**src/rtl/uart_pkg.sv**
```systemverilog
// Shared UART definitions: data width and the transmit launch FSM encoding.
package uart_pkg;

  localparam int UART_DATA_W = 8;

  typedef enum logic [1:0] {
    IDLE = 2'd0,
    SEND = 2'd1,
    WAIT = 2'd2
  } tx_state_e;

endpackage

```
**src/rtl/uart_tx_fifo_if.sv**
```systemverilog
// Producer-side and uart_tx-side signal bundle of uart_tx_fifo.
interface uart_tx_fifo_if
  import uart_pkg::*;
#(
  parameter int DEPTH = 16
);

  localparam int ADDR_W = $clog2(DEPTH);

  logic                   wr_valid_i;
  logic [UART_DATA_W-1:0] wr_data_i;
  logic                   wr_ready_o;
  logic                   tx_e_o;
  logic [UART_DATA_W-1:0] tx_d_o;
  logic                   tx_busy_i;
  logic                   tx_done_i;
  logic [ADDR_W:0]        count_o;
  logic                   empty_o;
  logic                   full_o;
  logic                   overflow_o;
  logic                   clr_ovf_i;

  // master drives the FIFO inputs (producer plus uart_tx status); slave is the FIFO
  modport master (
    output wr_valid_i, wr_data_i, tx_busy_i, tx_done_i, clr_ovf_i,
    input  wr_ready_o, tx_e_o, tx_d_o, count_o, empty_o, full_o, overflow_o
  );

  modport slave (
    input  wr_valid_i, wr_data_i, tx_busy_i, tx_done_i, clr_ovf_i,
    output wr_ready_o, tx_e_o, tx_d_o, count_o, empty_o, full_o, overflow_o
  );

endinterface

```
**src/rtl/uart_sync_fifo.sv**
```systemverilog
// Generic DEPTH x WIDTH circular buffer; head entry is readable without a pop.
module uart_sync_fifo #(
  parameter  int DEPTH  = 16,
  parameter  int WIDTH  = 8,
  localparam int ADDR_W = $clog2(DEPTH)
) (
  input  logic             clk,
  input  logic             resetn,
  input  logic             push,
  input  logic [WIDTH-1:0] push_data,
  input  logic             pop,
  output logic [WIDTH-1:0] pop_data,
  output logic [ADDR_W:0]  count,
  output logic             full,
  output logic             empty
);

  localparam logic [ADDR_W:0] FULL_CNT = (ADDR_W+1)'(DEPTH);

  logic [WIDTH-1:0]  mem [DEPTH];
  logic [ADDR_W-1:0] wr_ptr;
  logic [ADDR_W-1:0] rd_ptr;
  logic              push_ok;
  logic              pop_ok;

  assign push_ok = push && !full;
  assign pop_ok  = pop && !empty;

  always_ff @(posedge clk) begin
    if (push_ok) mem[wr_ptr] <= push_data;
  end

  // DEPTH is a power of two, so pointer wrap is plain binary overflow
  always_ff @(posedge clk or negedge resetn) begin
    if (!resetn) begin
      wr_ptr <= '0;
      rd_ptr <= '0;
      count  <= '0;
    end else begin
      if (push_ok) wr_ptr <= wr_ptr + 1'b1;
      if (pop_ok)  rd_ptr <= rd_ptr + 1'b1;
      case ({push_ok, pop_ok})
        2'b10:   count <= count + 1'b1;
        2'b01:   count <= count - 1'b1;
        default: count <= count;
      endcase
    end
  end

  assign pop_data = mem[rd_ptr];
  assign full     = (count == FULL_CNT);
  assign empty    = (count == '0);

endmodule

```
**src/rtl/uart_tx_fifo.sv**
```systemverilog
// Byte FIFO in front of uart_tx: buffers producer bytes and launches them one frame at a time.
module uart_tx_fifo
  import uart_pkg::*;
#(
  parameter  int DEPTH  = 16,
  localparam int ADDR_W = $clog2(DEPTH)
) (
  input  logic           clk,
  input  logic           resetn,
  uart_tx_fifo_if.slave  bus
);

  logic                   push;
  logic                   pop;
  logic                   full;
  logic                   empty;
  logic [UART_DATA_W-1:0] head;
  logic [ADDR_W:0]        count;
  tx_state_e              state;
  logic                   tx_e;
  logic [UART_DATA_W-1:0] tx_d;
  logic                   ovf;

  // Readiness uses the pre-edge full flag, so a same-edge pop never frees a slot early
  assign push = bus.wr_valid_i && !full;
  assign pop  = (state == IDLE) && !empty && !bus.tx_busy_i;

  uart_sync_fifo #(
    .DEPTH (DEPTH),
    .WIDTH (UART_DATA_W)
  ) u_fifo (
    .clk       (clk),
    .resetn    (resetn),
    .push      (push),
    .push_data (bus.wr_data_i),
    .pop       (pop),
    .pop_data  (head),
    .count     (count),
    .full      (full),
    .empty     (empty)
  );

  always_ff @(posedge clk or negedge resetn) begin
    if (!resetn) begin
      state <= IDLE;
      tx_e  <= 1'b0;
      tx_d  <= '0;
    end else begin
      tx_e <= 1'b0;
      case (state)
        IDLE: if (pop) begin
          tx_d  <= head;
          tx_e  <= 1'b1;
          state <= SEND;
        end
        SEND:    state <= WAIT;
        WAIT:    if (bus.tx_done_i) state <= IDLE;
        default: state <= IDLE;
      endcase
    end
  end

  // A rejected write outranks a clear arriving on the same edge
  always_ff @(posedge clk or negedge resetn) begin
    if (!resetn)                         ovf <= 1'b0;
    else if (bus.wr_valid_i && full)     ovf <= 1'b1;
    else if (bus.clr_ovf_i)              ovf <= 1'b0;
  end

  assign bus.wr_ready_o = !full;
  assign bus.tx_e_o     = tx_e;
  assign bus.tx_d_o     = tx_d;
  assign bus.count_o    = count;
  assign bus.empty_o    = empty;
  assign bus.full_o     = full;
  assign bus.overflow_o = ovf;

endmodule

```
**src/flat_wrapper.sv**
```systemverilog
// flat-port wrapper written by rule: the top's interface ports become plain ports
module uart_tx_fifo_flat import uart_pkg::*;
#(
  parameter  int DEPTH  = 16,
  localparam int ADDR_W = $clog2(DEPTH)
)
  (clk, resetn, bus_wr_valid_i, bus_wr_data_i, bus_tx_busy_i, bus_tx_done_i, bus_clr_ovf_i, bus_wr_ready_o, bus_tx_e_o, bus_tx_d_o, bus_count_o, bus_empty_o, bus_full_o, bus_overflow_o);
  uart_tx_fifo_if #(.DEPTH(DEPTH)) bus_i ();
  input  logic clk;
  input  logic resetn;
  input wire logic [$bits(bus_i.wr_valid_i)-1:0] bus_wr_valid_i;
  input wire logic [$bits(bus_i.wr_data_i)-1:0] bus_wr_data_i;
  input wire logic [$bits(bus_i.tx_busy_i)-1:0] bus_tx_busy_i;
  input wire logic [$bits(bus_i.tx_done_i)-1:0] bus_tx_done_i;
  input wire logic [$bits(bus_i.clr_ovf_i)-1:0] bus_clr_ovf_i;
  output wire logic [$bits(bus_i.wr_ready_o)-1:0] bus_wr_ready_o;
  output wire logic [$bits(bus_i.tx_e_o)-1:0] bus_tx_e_o;
  output wire logic [$bits(bus_i.tx_d_o)-1:0] bus_tx_d_o;
  output wire logic [$bits(bus_i.count_o)-1:0] bus_count_o;
  output wire logic [$bits(bus_i.empty_o)-1:0] bus_empty_o;
  output wire logic [$bits(bus_i.full_o)-1:0] bus_full_o;
  output wire logic [$bits(bus_i.overflow_o)-1:0] bus_overflow_o;
  assign bus_i.wr_valid_i = bus_wr_valid_i;
  assign bus_i.wr_data_i = bus_wr_data_i;
  assign bus_i.tx_busy_i = bus_tx_busy_i;
  assign bus_i.tx_done_i = bus_tx_done_i;
  assign bus_i.clr_ovf_i = bus_clr_ovf_i;
  assign bus_wr_ready_o = bus_i.wr_ready_o;
  assign bus_tx_e_o = bus_i.tx_e_o;
  assign bus_tx_d_o = bus_i.tx_d_o;
  assign bus_count_o = bus_i.count_o;
  assign bus_empty_o = bus_i.empty_o;
  assign bus_full_o = bus_i.full_o;
  assign bus_overflow_o = bus_i.overflow_o;
  uart_tx_fifo #(.DEPTH(DEPTH)) u_core (.clk(clk), .resetn(resetn), .bus(bus_i));
endmodule
```
**config.mk**
```make
export PLATFORM = sky130hd
export DESIGN_NAME = uart_tx_fifo_flat
export DESIGN_NICKNAME = d
export VERILOG_FILES = /design/src/rtl/uart_pkg.sv /design/src/rtl/uart_tx_fifo_if.sv /design/src/rtl/uart_sync_fifo.sv /design/src/rtl/uart_tx_fifo.sv /design/src/flat_wrapper.sv
export SDC_FILE = /design/constraint.sdc
export NUM_CORES = 1
export LEC_CHECK = 0
export CELL_PAD_IN_SITES_DETAIL_PLACEMENT = 1
export CELL_PAD_IN_SITES_GLOBAL_PLACEMENT = 1
export CORE_MARGIN = 1
export CORE_UTILIZATION = 41
export CTS_BUF_LIST = sky130_fd_sc_hd__clkbuf_2 sky130_fd_sc_hd__clkbuf_4 sky130_fd_sc_hd__clkbuf_8
export DETAILED_ROUTE_END_ITERATION = 16
export HOLD_SLACK_MARGIN = 0.1
export PLACE_DENSITY_LB_ADDON = 0.1
export SKIP_CTS_REPAIR_TIMING = 1
export SLEW_MARGIN = 5
export SYNTH_ARGS = -nofsm -noshare
export SYNTH_HDL_FRONTEND = slang
export SYNTH_SLANG_ARGS = --single-unit
```
**constraint.sdc**
```tcl
create_clock -name clk -period 3.3 [get_ports clk]
set_clock_uncertainty 0.15 [all_clocks]
set_input_delay 0.33 -clock clk [delete_from_list [all_inputs] [get_ports clk]]
set_output_delay 0.33 -clock clk [all_outputs]
set_load 0.02 [all_outputs]
```
**After elaboration in Yosys (flattened, before gate mapping)**

Memory sizes are Yosys's and may differ from the RTL's. A register that Yosys moved wholly into a read port is not among the register bits.
Index checks and enable logic that the tools add are counted.

- Register bits after elaboration: 17
- Memory bits (writable): 128
- Output and inout port bits: 18
- Logic and storage cells: 44
- Memories: 1

- $add $sub $neg: 4
- Equality and inequality tests: 7
- Multiplexer cells: 10
- Reduce and logical (&&, ||, !) cells: 16

Memory list:

| name | depth | width | read ports | clocked after memory_dff | write ports | line | source |
|---|---|---|---|---|---|---|---|
| u_core.u_fifo.mem | 16 | 8 | 1 | 1 | 1 | uart_sync_fifo.sv:20 | `logic [WIDTH-1:0] mem [DEPTH];` |

Operator list:

| kind | count |
|---|---|
| $pmux W5 S2 | 1 |
| $add A4 B1 Y4 const B | 2 |
| $logic_and A1 B1 Y1 | 6 |
| $mux W1 | 6 |
| $pmux W2 S3 | 1 |
| $add A5 B1 Y5 const B | 1 |
| $eq A5 B5 Y1 const B | 1 |
| $logic_not A5 Y1 | 1 |
| $sub A5 B1 Y5 const B | 1 |
| $eq A2 B1 Y1 const B | 2 |
| $eq A2 B2 Y1 const B | 2 |
| $logic_not A1 Y1 | 4 |
| $mux W2 | 2 |
| $ne A2 B2 Y1 const B | 2 |
| $reduce_and A2 Y1 | 2 |
| $reduce_bool A2 Y1 | 2 |
| $logic_not A2 Y1 | 1 |

**Longest topological paths before layout**

- Word-level depth: 7
- Mapped depth: 9

**By module**

A second synthesis with hierarchy kept.

- Cells, all modules: 362
- Area, all modules: 6242.2 um^2

Modules (own cells, without submodules):

| module | times used | cells each | area an instance (um^2) | seq. area each (um^2) |
|---|---|---|---|---|
| uart_sync_fifo | 1 | 332 | 5779.3 | 4169.0 |
| uart_tx_fifo | 1 | 30 | 462.9 | 300.3 |

**Least setup slack after synthesis**

No wires, ideal clock.

- Kind: register -> register
- Start point: reg u_core.u_fifo.count[0]
- End point: reg u_core.u_fifo.count[4]
- Arrival: 2481 ps
- Data required time: 3017 ps
- Setup slack: 536 ps
- Stages on the path, launching flop included: 10
- Buffers on the path: 1
- Period minus slack after synthesis: 2764 ps
- Cell sequence: dfrtp_1 > nor2_2 > a2111oi_4 > buf_4 > ha_1 > ha_1 > a21o_1 > a21oi_1 > mux2i_1 > xnor2_1

- Word-level cells in the longest chain between the ends: 7

RTL lines:

| element | line | source |
|---|---|---|
| start: declaration | uart_sync_fifo.sv:13 | `output logic [ADDR_W:0] count,` |
| start signal: assignment | uart_sync_fifo.sv:43 | `2'b10: count <= count + 1'b1;` |
| start signal: assignment | uart_sync_fifo.sv:44 | `2'b01: count <= count - 1'b1;` |
| start signal: assignment | uart_sync_fifo.sv:45 | `default: count <= count;` |
| $logic_not A5 Y1 (*) | uart_sync_fifo.sv:52 | `assign empty = (count == '0);` |
| $logic_not A1 Y1 (*) | uart_sync_fifo.sv:27, uart_tx_fifo.sv:26 |  |
| $logic_and A1 B1 Y1 (2 in series) | uart_tx_fifo.sv:26 | `assign pop = (state == IDLE) && !empty && !bus.tx_busy_i;` |
| $logic_and A1 B1 Y1 (*) | uart_sync_fifo.sv:27 | `assign pop_ok = pop && !empty;` |
| via u_core.u_fifo.pop_ok | uart_sync_fifo.sv:24 | `logic pop_ok;` |
| $eq A2 B1 Y1 or $eq A2 B2 Y1 (tied branches) | uart_sync_fifo.sv:42 | `case ({push_ok, pop_ok})` |
| $pmux W5 S2 or $reduce_bool A2 Y1 (tied branches) | -- |  |

Mark *: on every way through the listed nets, which the timed path passes. The rest lies on a longest branch.
A chain may end at the register's enable or synchronous reset.

**Worst setup path after layout**

- Start point: reg u_core.u_fifo.count[3]
- End point: reg u_core.u_fifo.count[4]

- Word-level cells in the longest chain between the ends: 7

RTL lines:

| element | line |
|---|---|
| $logic_not A5 Y1 | uart_sync_fifo.sv:52 |
| $logic_not A1 Y1 | uart_sync_fifo.sv:27, uart_tx_fifo.sv:26 |
| $logic_and A1 B1 Y1 (2 in series) | uart_tx_fifo.sv:26 |
| $logic_and A1 B1 Y1 | uart_sync_fifo.sv:27 |
| $eq A2 B1 Y1 or $eq A2 B2 Y1 (tied branches) | uart_sync_fifo.sv:42 |
| $pmux W5 S2 or $reduce_bool A2 Y1 (tied branches) | -- |

Parallel ways exist; a longest one is shown, timed or not.

==> results.md <==
* Initial antenna violation count at 0
* Cell taking the most area after synthesis: edfxtp_1
* Status: finished, violations left
* Final worst-path cycle share at about 80%
* Relative slew slack at 40.4%
* Vias at between 3k and 4k
* Number of port buffers at 31
* YS warnings at 0
* WL/cell at approximately 22 µm
* Internal power at about 4.2 mW
* Hold Crit Class: in2async
* Ranking of synthesized cells by area: edfxtp_1 (62%), mux4_2 (12%), dfrtp_1 (10%)
* CP Cell Sequence: nor3_4 > a2111oi_4 > ha_1 > fa_1 > a21o_1 > a21oi_1 > mux2i_1 > xnor2_1
* Failing checks: design-rule violations
* Synth Net Count at 340
* H-tree depth at 4
* Die Width at 125 µm
* Layout Utilization at 49.3%
* First-pass GRT wire length at 19900 µm
* Post-DP HPWL at around 8300 µm
* Final Hold Fails at 0
* Final ANT Viol Nets at 0
* Req. time, crit path at around 3.5 ns
* Slew Limit Fails at 0
* Async S/R FF share, synth at between 15 and 20%
* Layout cells sized above 1 at 26.8%
* Combinational share of power at 32.3%
* CP max stage delay at between 0.4 and 0.5 ns
* Synth Area in Compound Gates at 4.43%
* First-pass iteration count of the detailed router at 10
* Rows at 44
* Total global-route track usage at 17.9%
* Residual DRC at 10
* Post-synthesis cell area at between 6000 and 7000 µm²
* Final setup fails at 0
* Setup_tns at 0 ns
* Area Growth Syn to Fin at 16.6%
* GRT overflow at 0
* Nets at 396
* Core footprint at between 10000 and 15000 µm²
* Critical path's top delay family: adder cells
* Fraction of the mapped netlist area in simple logic gates at around 3.8%
* Num ports at 32
* Final cell count without fillers at 569
* Crit path DAT at about 2.9 ns
* Post-synth top area share at between 60 and 70%
* Unrepaired setup endpoints after global routing: no
* Max frequency at approximately 380 MHz
* P per Cell Area at roughly 860 nW/µm²
* Vias in the first global route at 3382
* Die area at between 15000 and 20000 µm²
* Max Cap Viol at 0
* Largest net degree at the start of global routing at 34
* DP Cell Count at 537
* Xor/xnor share of the synthesized area at under 10%
* CTS tree: yes
* Slowest CP cell: dfrtp_1
* Worst slack at placement at ~0.50 ns
* CP Buf/Inv Count at 0
* Maximum vdd drop at 347 µV
* Switch Pwr at ~2.0 mW
* Netlist cell types at 36
* Die Y at 125 µm
* Yosys reg bits at roughly 150
* CTS Buffer Depth at 2
* DR iter-0 viols at ~190
* Cts bufs inserted at 17
* Num Clock Sinks at ~150
* Sw Share at 32.3%
* GP Congestion at between 0.7 and 0.8
* Clk root buf: clkbuf_8
* Seq pwr share at about 44%
* Clk_lat worst skew at ~0.44 ns
* Antenna Cells at 0
* Worst Path Max Fanout at 6
* Post-synth top flop: edfxtp_1
* Sequential share of the synthesized area at between 70% and 80%
* Final WS setup at between 0.6 and 0.7 ns
* Worst hold slack at approximately 0.24 ns
* Synth Area per Inst at between 15 and 20 µm²
* Worst setup EP type: flip-flop
* Worst-Margin Slew at 0.891 ns
* Fin crit period at around 2.7 ns
* Synth Area in Adders at 2.14%
* Setup CP Type: reg2reg
* Critical path startpoint category: flip-flop
* Leakage power figure at about 2.5 nW
* Largest family of logic cells by synthesized area: multiplexers
* Via density at approximately 5.3
* Number of synthesized flops with an enable pin at approximately 130
* CTS clk-pin slew, worst paths at roughly 0.080 ns
* Starting Density at between 40% and 50%
* Cells after Synth at about 320
* Power share of the clock group at approximately a quarter
* Fillers at approximately 1.3k
* Post-synthesis mux area share at between 10% and 20%
* Total Wirelength at approximately 13000 µm
-- final cells by class --
cell class / instances / area [µm²] / share of cell area [%]
sequential: 153 / 4470 / 61.9
clock buffer: 19 / 249 / 3.45
timing repair buffer: 54 / 483 / 6.69
tap: 184 / 230 / 3.19
clock inverter: 13 / 176 / 2.44
multi-input combinational: 139 / 1580 / 21.9
inverter: 7 / 26.3 / 0.364
-- worst paths after layout --
path                                             start                      to  slack [ns]  cells after the start
worst max-delay path            u_core.u_fifo.count[3]  u_core.u_fifo.count[4]        0.64                      8
worst min-delay path                            resetn  u_core.u_fifo.count[1]        0.24                      1
worst max register to register  u_core.u_fifo.count[3]  u_core.u_fifo.count[4]        0.64                      8
worst min register to register   u_core.bus.overflow_o   u_core.bus.overflow_o        0.40                      2
max in group asynchronous                       resetn    u_core.bus.tx_d_o[1]        2.09                      2
min in group clk                         bus_clr_ovf_i   u_core.bus.overflow_o        0.33                      2
-- logic make-up after synthesis --
family | Yosys count
compound gates | 28
xor+xnor | 10
buf+inv | 24
flops | 153
mux | 44
simple gates | 47
fa+ha+maj | 10
-- registers in the layout (all words and copies together) (netlist names) --
| name | cells |
|---|---|
| u_core.u_fifo.rd_ptr | 4 |
| u_core.u_fifo.count | 5 |
| u_core.bus.tx_d_o | 8 |
| u_core.bus.overflow_o | 1 |
| u_core.u_fifo.wr_ptr | 4 |
| u_core.bus.tx_e_o | 1 |
| u_core.state | 2 |
| u_core.u_fifo.mem | 128 |
-- cells in the mapped netlist, types with 3 or more instances --
library cell  number
buf_6              4
xnor2_1            7
nand2_1            9
mux4_2            32
ha_1               9
buf_2              5
nand2b_1           4
mux2i_1           10
inv_1              7
o22ai_1            9
buf_4              3
nor3_1             4
nor2_1            21
o21ai_0            3
edfxtp_1         128
a221oi_2           8
dfrtp_1           25
clkbuf_1           3
-- routing by layer --
layer	vias to the layer above	global-route usage, %	part of all wire [%]
li1	1369	-	-
met1	1584	22.7	45
met2	60	29.8	50
met3	12	5.20	3.8
met4	0	5.52	0.92
met5	-	0	0
-- placed cells by master, fill, tap and decap left out, drive strengths merged, types with 2 or more instances in the layout --
cell type	instances
edfxtp	128
mux4	32
clkdlybuf4s50	31
dfrtp	25
buf	23
nor2	22
clkbuf	19
mux2i	10
nand2	9
o22ai	9
ha	9
a221oi	8
inv	8
xnor2	8
clkinv	7
nor3	5
nand2b	4
bufinv	4
o21ai	3
a2111oi	3
and2	2
a21o	2
a21oi	2
xor2	2
mux2	2
nand4	2
-- power groups by stage --
stage	Clock (mW)	Sequential [mW]	Combinational [mW]
floorplan	0	2.69	1.45
global placement	0	2.76	2.00
detailed placement	0	2.78	2.04
CTS	1.56	2.74	2.05
global route	1.63	2.78	2.17
finish	1.51	2.72	2.01
-- metrics by stage --
step	instance area (µm²)	power, mW
2_1_floorplan	6190	4.14
3_3_place_gp	6790	4.77
3_5_place_dp	6790	4.82
4_1_cts	7220	6.35
5_1_grt	7220	6.58
6_report	7220	6.24
No activity file was read; power rests on OpenSTA's default activity.
